--- src/rtl/seq_stim_host_if.sv ---
// Byte-level link between the stimulus host and a UART: transmit byte
// handshake toward the UART and receive byte strobe back from it.
interface seq_stim_host_if;
  logic       s_valid;
  logic [7:0] s_data;
  logic       s_ready;
  logic       m_valid;
  logic [7:0] m_data;

  modport master (output s_valid, s_data, input s_ready, m_valid, m_data);
  modport slave  (input s_valid, s_data, output s_ready, m_valid, m_data);
endinterface

--- src/rtl/seq_stim_host.sv ---
// Serialises a bit pattern as ASCII '0'/'1' UART bytes (MSB first) and counts
// 'D' replies from the remote sequence detector while a run is in flight.
module seq_stim_host #(
  parameter int PATTERN_LEN  = 8,
  parameter int GAP_CYCLES   = 16,
  parameter int DRAIN_CYCLES = 1024,
  parameter int DCOUNT_W     = 8
) (
  input  logic                             clk,
  input  logic                             rstn,
  input  logic                             start,
  input  logic [PATTERN_LEN-1:0]           pattern_in,
  seq_stim_host_if.master                  bus,
  output logic                             busy,
  output logic                             done,
  output logic [DCOUNT_W-1:0]              detect_count,
  output logic [$clog2(PATTERN_LEN+1)-1:0] first_detect_idx,
  output logic                             first_detect_vld,
  output logic                             rx_other
);
  localparam int IDX_W = $clog2(PATTERN_LEN+1);
  localparam int MAXC  = (GAP_CYCLES > DRAIN_CYCLES) ? GAP_CYCLES : DRAIN_CYCLES;
  localparam int CNT_W = $clog2(MAXC+1);
  localparam logic [CNT_W-1:0] GAP_LAST   = CNT_W'(GAP_CYCLES-1);
  localparam logic [CNT_W-1:0] DRAIN_LAST = CNT_W'(DRAIN_CYCLES-1);
  localparam logic [IDX_W-1:0] LAST_BIT   = IDX_W'(PATTERN_LEN-1);
  localparam logic [7:0]       D_BYTE     = 8'h44;

  typedef enum logic [2:0] {IDLE, LOAD, SEND, GAP, DRAIN} state_e;

  state_e                 state_q, state_d;
  logic [PATTERN_LEN-1:0] pat_q, pat_d;
  logic [IDX_W-1:0]       bit_idx_q, bit_idx_d;
  logic [CNT_W-1:0]       cnt_q, cnt_d;
  logic                   done_q, done_d;
  logic [DCOUNT_W-1:0]    det_q, det_d;
  logic [IDX_W-1:0]       fdi_q, fdi_d;
  logic                   fdv_q, fdv_d;
  logic                   rxo_q, rxo_d;

  logic       s_valid;
  logic [7:0] s_data;
  logic       accept;

  always_ff @(posedge clk or negedge rstn) begin
    if (!rstn) state_q <= IDLE;
    else       state_q <= state_d;
  end

  always_comb begin
    state_d = state_q;
    unique case (state_q)
      IDLE:    if (start) state_d = LOAD;
      LOAD:    state_d = SEND;
      SEND:    if (accept) state_d = (bit_idx_q == LAST_BIT) ? DRAIN : GAP;
      GAP:     if (cnt_q == GAP_LAST) state_d = SEND;
      DRAIN:   if (cnt_q == DRAIN_LAST) state_d = IDLE;
      default: state_d = IDLE;
    endcase
  end

  // The transmitted bit always sits at the top of the shifting pattern copy.
  always_comb begin
    s_valid = (state_q == SEND);
    s_data  = s_valid ? {7'b0011000, pat_q[PATTERN_LEN-1]} : 8'h00;
    busy    = (state_q != IDLE);
    accept  = s_valid && bus.s_ready;
  end

  assign bus.s_valid       = s_valid;
  assign bus.s_data        = s_data;
  assign done              = done_q;
  assign detect_count      = det_q;
  assign first_detect_idx  = fdi_q;
  assign first_detect_vld  = fdv_q;
  assign rx_other          = rxo_q;

  always_comb begin
    pat_d     = pat_q;
    bit_idx_d = bit_idx_q;
    det_d     = det_q;
    fdi_d     = fdi_q;
    fdv_d     = fdv_q;
    rxo_d     = rxo_q;
    cnt_d     = (state_q == GAP || state_q == DRAIN) ? cnt_q + CNT_W'(1) : '0;
    done_d    = (state_q == DRAIN) && (cnt_q == DRAIN_LAST);

    if (state_q == IDLE && start) begin
      pat_d = pattern_in;
      det_d = '0;
      fdi_d = '0;
      fdv_d = 1'b0;
      rxo_d = 1'b0;
    end
    if (state_q == LOAD) bit_idx_d = '0;
    if (accept) begin
      bit_idx_d = bit_idx_q + IDX_W'(1);
      pat_d     = pat_q << 1;
    end

    // Replies are only trusted while a run is active; idle strobes are stale.
    if (busy && bus.m_valid) begin
      if (bus.m_data == D_BYTE) begin
        if (det_q != '1) det_d = det_q + DCOUNT_W'(1);
        if (!fdv_q) begin
          fdi_d = bit_idx_q + IDX_W'(accept);
          fdv_d = 1'b1;
        end
      end else begin
        rxo_d = 1'b1;
      end
    end
  end

  always_ff @(posedge clk or negedge rstn) begin
    if (!rstn) begin
      pat_q     <= '0;
      bit_idx_q <= '0;
      cnt_q     <= '0;
      done_q    <= 1'b0;
      det_q     <= '0;
      fdi_q     <= '0;
      fdv_q     <= 1'b0;
      rxo_q     <= 1'b0;
    end else begin
      pat_q     <= pat_d;
      bit_idx_q <= bit_idx_d;
      cnt_q     <= cnt_d;
      done_q    <= done_d;
      det_q     <= det_d;
      fdi_q     <= fdi_d;
      fdv_q     <= fdv_d;
      rxo_q     <= rxo_d;
    end
  end
endmodule

--- src/flat_wrapper.sv ---
// flat-port wrapper written by rule: the top's interface ports become plain ports
module seq_stim_host_flat 
#(
  parameter int PATTERN_LEN  = 8,
  parameter int GAP_CYCLES   = 16,
  parameter int DRAIN_CYCLES = 1024,
  parameter int DCOUNT_W     = 8
)
  (clk, rstn, start, pattern_in, busy, done, detect_count, first_detect_idx, first_detect_vld, rx_other, bus_s_valid, bus_s_data, bus_s_ready, bus_m_valid, bus_m_data);
  seq_stim_host_if bus_i ();
  input  logic clk;
  input  logic rstn;
  input  logic start;
  input  logic [PATTERN_LEN-1:0] pattern_in;
  output logic busy;
  output logic done;
  output logic [DCOUNT_W-1:0] detect_count;
  output logic [$clog2(PATTERN_LEN+1)-1:0] first_detect_idx;
  output logic first_detect_vld;
  output logic rx_other;
  output wire logic [$bits(bus_i.s_valid)-1:0] bus_s_valid;
  output wire logic [$bits(bus_i.s_data)-1:0] bus_s_data;
  input wire logic [$bits(bus_i.s_ready)-1:0] bus_s_ready;
  input wire logic [$bits(bus_i.m_valid)-1:0] bus_m_valid;
  input wire logic [$bits(bus_i.m_data)-1:0] bus_m_data;
  assign bus_s_valid = bus_i.s_valid;
  assign bus_s_data = bus_i.s_data;
  assign bus_i.s_ready = bus_s_ready;
  assign bus_i.m_valid = bus_m_valid;
  assign bus_i.m_data = bus_m_data;
  seq_stim_host #(.PATTERN_LEN(PATTERN_LEN), .GAP_CYCLES(GAP_CYCLES), .DRAIN_CYCLES(DRAIN_CYCLES), .DCOUNT_W(DCOUNT_W)) u_core (.clk(clk), .rstn(rstn), .start(start), .pattern_in(pattern_in), .bus(bus_i), .busy(busy), .done(done), .detect_count(detect_count), .first_detect_idx(first_detect_idx), .first_detect_vld(first_detect_vld), .rx_other(rx_other));
endmodule
--- config.mk ---
export PLATFORM = sky130hd
export DESIGN_NAME = seq_stim_host_flat
export DESIGN_NICKNAME = d
export VERILOG_FILES = /design/src/rtl/seq_stim_host_if.sv /design/src/rtl/seq_stim_host.sv /design/src/flat_wrapper.sv
export SDC_FILE = /design/constraint.sdc
export NUM_CORES = 1
export LEC_CHECK = 0
export ABC_CLOCK_PERIOD_IN_PS = 2000
export CORE_UTILIZATION = 40
export CTS_BUF_LIST = sky130_fd_sc_hd__clkbuf_4
export DETAILED_ROUTE_END_ITERATION = 10
export PLACE_DENSITY = 0.7
export SLEW_MARGIN = 25
export SYNTH_ARGS = -nofsm -noshare
export SYNTH_HDL_FRONTEND = slang
export SYNTH_SLANG_ARGS = --single-unit
--- constraint.sdc ---
create_clock -name clk -period 2 [get_ports clk]
set_clock_uncertainty 0.2 [all_clocks]
set_input_delay 0.4 -clock clk [delete_from_list [all_inputs] [get_ports clk]]
set_output_delay 0.4 -clock clk [all_outputs]
set_load 0.05 [all_outputs]
==> results.yml <==
run_status:
  outcome: "completed"
sta:
  finalCriticalPeriod_ns: 1.99
  rsz0062_at_grt: "yes"
  final-hold-violation-count: 0
  maxSlewViolCount: 0
  timing.fmax_ghz: 0.502
  setup_violations: 0
  fin_setup_tns_ns: 0
  setup_ws_ns: 0.00802
  period_share: 0.996
  fin_worst_hold_slack_ns: 0.300
  slew_headroom: 0.653
  tightest_slew_ns: 0.521
die:
  fp.dieH_um: 76.2
  core_area_um2: 5200
  start_util: 0.423
  std_cell_rows: 26
  die_x_um: 76.2
  io_pins: 46
  die_area_um2: 5810
worst_setup_path:
  slowest_stage: "dfrtp_2"
  crit_type: "flop to output pin"
  startpoint_type: "flop"
  critPathMaxStageDelay_ns: 0.46
  cp.arrival_ns: 1.39
  end_kind: "output pin"
  cp_max_fo: 4
  crit_chain: "buf_4 > nor3_4 > inv_2 > buf_6"
  required_ns: 1.40
synthesis:
  synth-seq-cells: 41
  avgSynthCellArea_um2: 9.74
  synth.cell_area_um2: 2200
  synth_flop_cell: "dfrtp_1"
  synth_edf_count: 0
  ys_seq_area_frac: 0.466
  ys_warn_count: 0
  synth_cells: 226
  ys_async_sr_fraction: 1.00
  synth.distinct_cells: 46
routing:
  vias: 1853
  drc: 0
  postRouteAntennaNets: 0
  wl_per_cell_um: 13.3
  wirelength_mm: 4.80
  viasPerCell: 5.15
  drt_iter0_drc: 94
  first_pass_iters: 4
global_routing:
  grt_overflow: 0
  grt_pass1_wl_mm: 8.25
  grt_max_degree: 42
  grt_usage: 0.178
  first_global_vias: 1781
  antenna_found_initial: 0
power:
  p_leak_nw: 1.33
  peakVddDrop_mv: 0.291
  p_total_mw: 1.52
  powerDensity_nw_per_um2: 510
worst_hold_path:
  hold_class: "flop to flop"
clock_tree:
  cts_sinks: 41
  clk_latency_ns: 0.36
  cts-root-buf: "clkbuf_4"
  htree_levels: 2
  clk_path_buf_depth: 2
  cts_tree: "done"
  clk_pin_slew_ns: 0.13
  cts_inserted_buffers: 5
place:
  post_dp_cell_area_um2: 2810
  hpwl_mm: 3.39
  post-place-ws_ns: -0.349
  port_buffers: 40
  globalplace.congestion: 0.810
cells_and_area:
  diodes: 0
  nFillCells: 463
  syn2layout_area_growth_pct: 35.3
  layout_common_cells: "dfrtp_1 (37), buf_4 (36), nor2_1 (22)"
  multi_input_area_um2: 1130
  final_common_cell: "dfrtp_1"
  fin_area_um2: 2980
  drive_gt1_frac: 0.252
  seq_area_um2: 1030
  final_nets: 316
job:
  cap_violations: 0
==> through the flow <==
step / cells / utilization
finish: 360 / 0.572
global route: 360 / 0.572
CTS: 357 / 0.566
detailed placement: 345 / 0.539
global placement: 345 / 0.539
floorplan: 230 / -
==> what timing repair did <==
item,CTS,global route
hold buffers,1,0
resized for setup,7,4
endpoints found under the hold margin,41,0
endpoints found under the setup margin,4,13
pin swaps,1,3
setup buffers,4,3
==> flip-flops by register name, indices dropped and copies added (netlist names) <==
signal	count
u_core.done	1
u_core.cnt_q	11
u_core.state_q	3
u_core.bit_idx_q	4
u_core.detect_count	8
u_core.first_detect_idx	4
u_core.rx_other	1
u_core.pat_q	8
u_core.first_detect_vld	1
==> layout make-up <==
cell class	instances	share of cell area
multi-input combinational	164	0.379
inverter	12	0.0151
clock buffer	5	0.0126
timing repair buffer	65	0.202
tap	70	0.0294
clock inverter	3	0.0155
sequential	41	0.346
==> power breakdown <==
part	leakage (nW)	switching [mW]	total [mW]	internal, mW
clock network	0.0414	0.286	0.550	0.265
registers	0.495	0.00612	0.840	0.834
logic	0.795	0.0743	0.129	0.0551
==> path summary, 6_finish.rpt <==
| path | from | end | slack, ns | cells after the start |
|---|---|---|---|---|
| max in group asynchronous | rstn | u_core.detect_count[1] | 0.79 | 3 |
| min in group asynchronous | rstn | u_core.detect_count[0] | 0.42 | 3 |
| hold / removal | u_core.cnt_q[0] | u_core.cnt_q[0] | 0.30 | 1 |
| setup / recovery | u_core.state_q[2] | busy | 0.008 | 4 |
| setup reg to reg | u_core.state_q[2] | u_core.detect_count[2] | 0.09 | 8 |
| hold reg to reg | u_core.cnt_q[0] | u_core.cnt_q[0] | 0.30 | 1 |
==> cells in the mapped netlist, drive strengths merged, types with 2 or more instances <==
library cell,instances,share of area
clkbuf,4,0.0074
nor3b,2,0.0068
dfrtp,41,0.47
nor4,3,0.0085
nor2b,4,0.011
inv,12,0.020
nand4,5,0.021
nand2,17,0.029
mux2i,4,0.018
buf,9,0.030
o21ai,18,0.041
a221o,3,0.014
a32oi,2,0.0080
and2,6,0.017
ha,6,0.034
nor3,7,0.018
xnor2,8,0.032
and3,4,0.011
a21oi,9,0.020
nor2,23,0.039
xor2,2,0.0080
mux2,2,0.010
nand3,9,0.020
nor4b,3,0.026
a211oi,2,0.0068
a22oi,7,0.024
==> worst max-delay path, delay by kind of cell, from the launching register on <==
kind	cells	cell delay (ns)
flops	1	0.46
buf+inv	3	0.41
simple gates	1	0.15
==> cell families after synthesis <==
logic type,Yosys count,share of synthesized area
xor+xnor,10,0.0398
simple gates,90,0.235
flops,41,0.466
buf+inv,25,0.0574
mux,6,0.0284
other cells,1,0.00170
fa+ha+maj,6,0.0341
compound gates,47,0.138
==> routing by layer <==
| layer | vias to the layer above | routed length [µm] | track usage |
|---|---|---|---|
| met5 | - | 0 | 0 |
| met4 | 0 | 74 | 0.0635 |
| met3 | 6 | 202 | 0.0419 |
| met2 | 46 | 2320 | 0.298 |
| met1 | 886 | 2200 | 0.225 |
| li1 | 915 | - | - |
No activity file was read; power rests on OpenSTA's default activity.
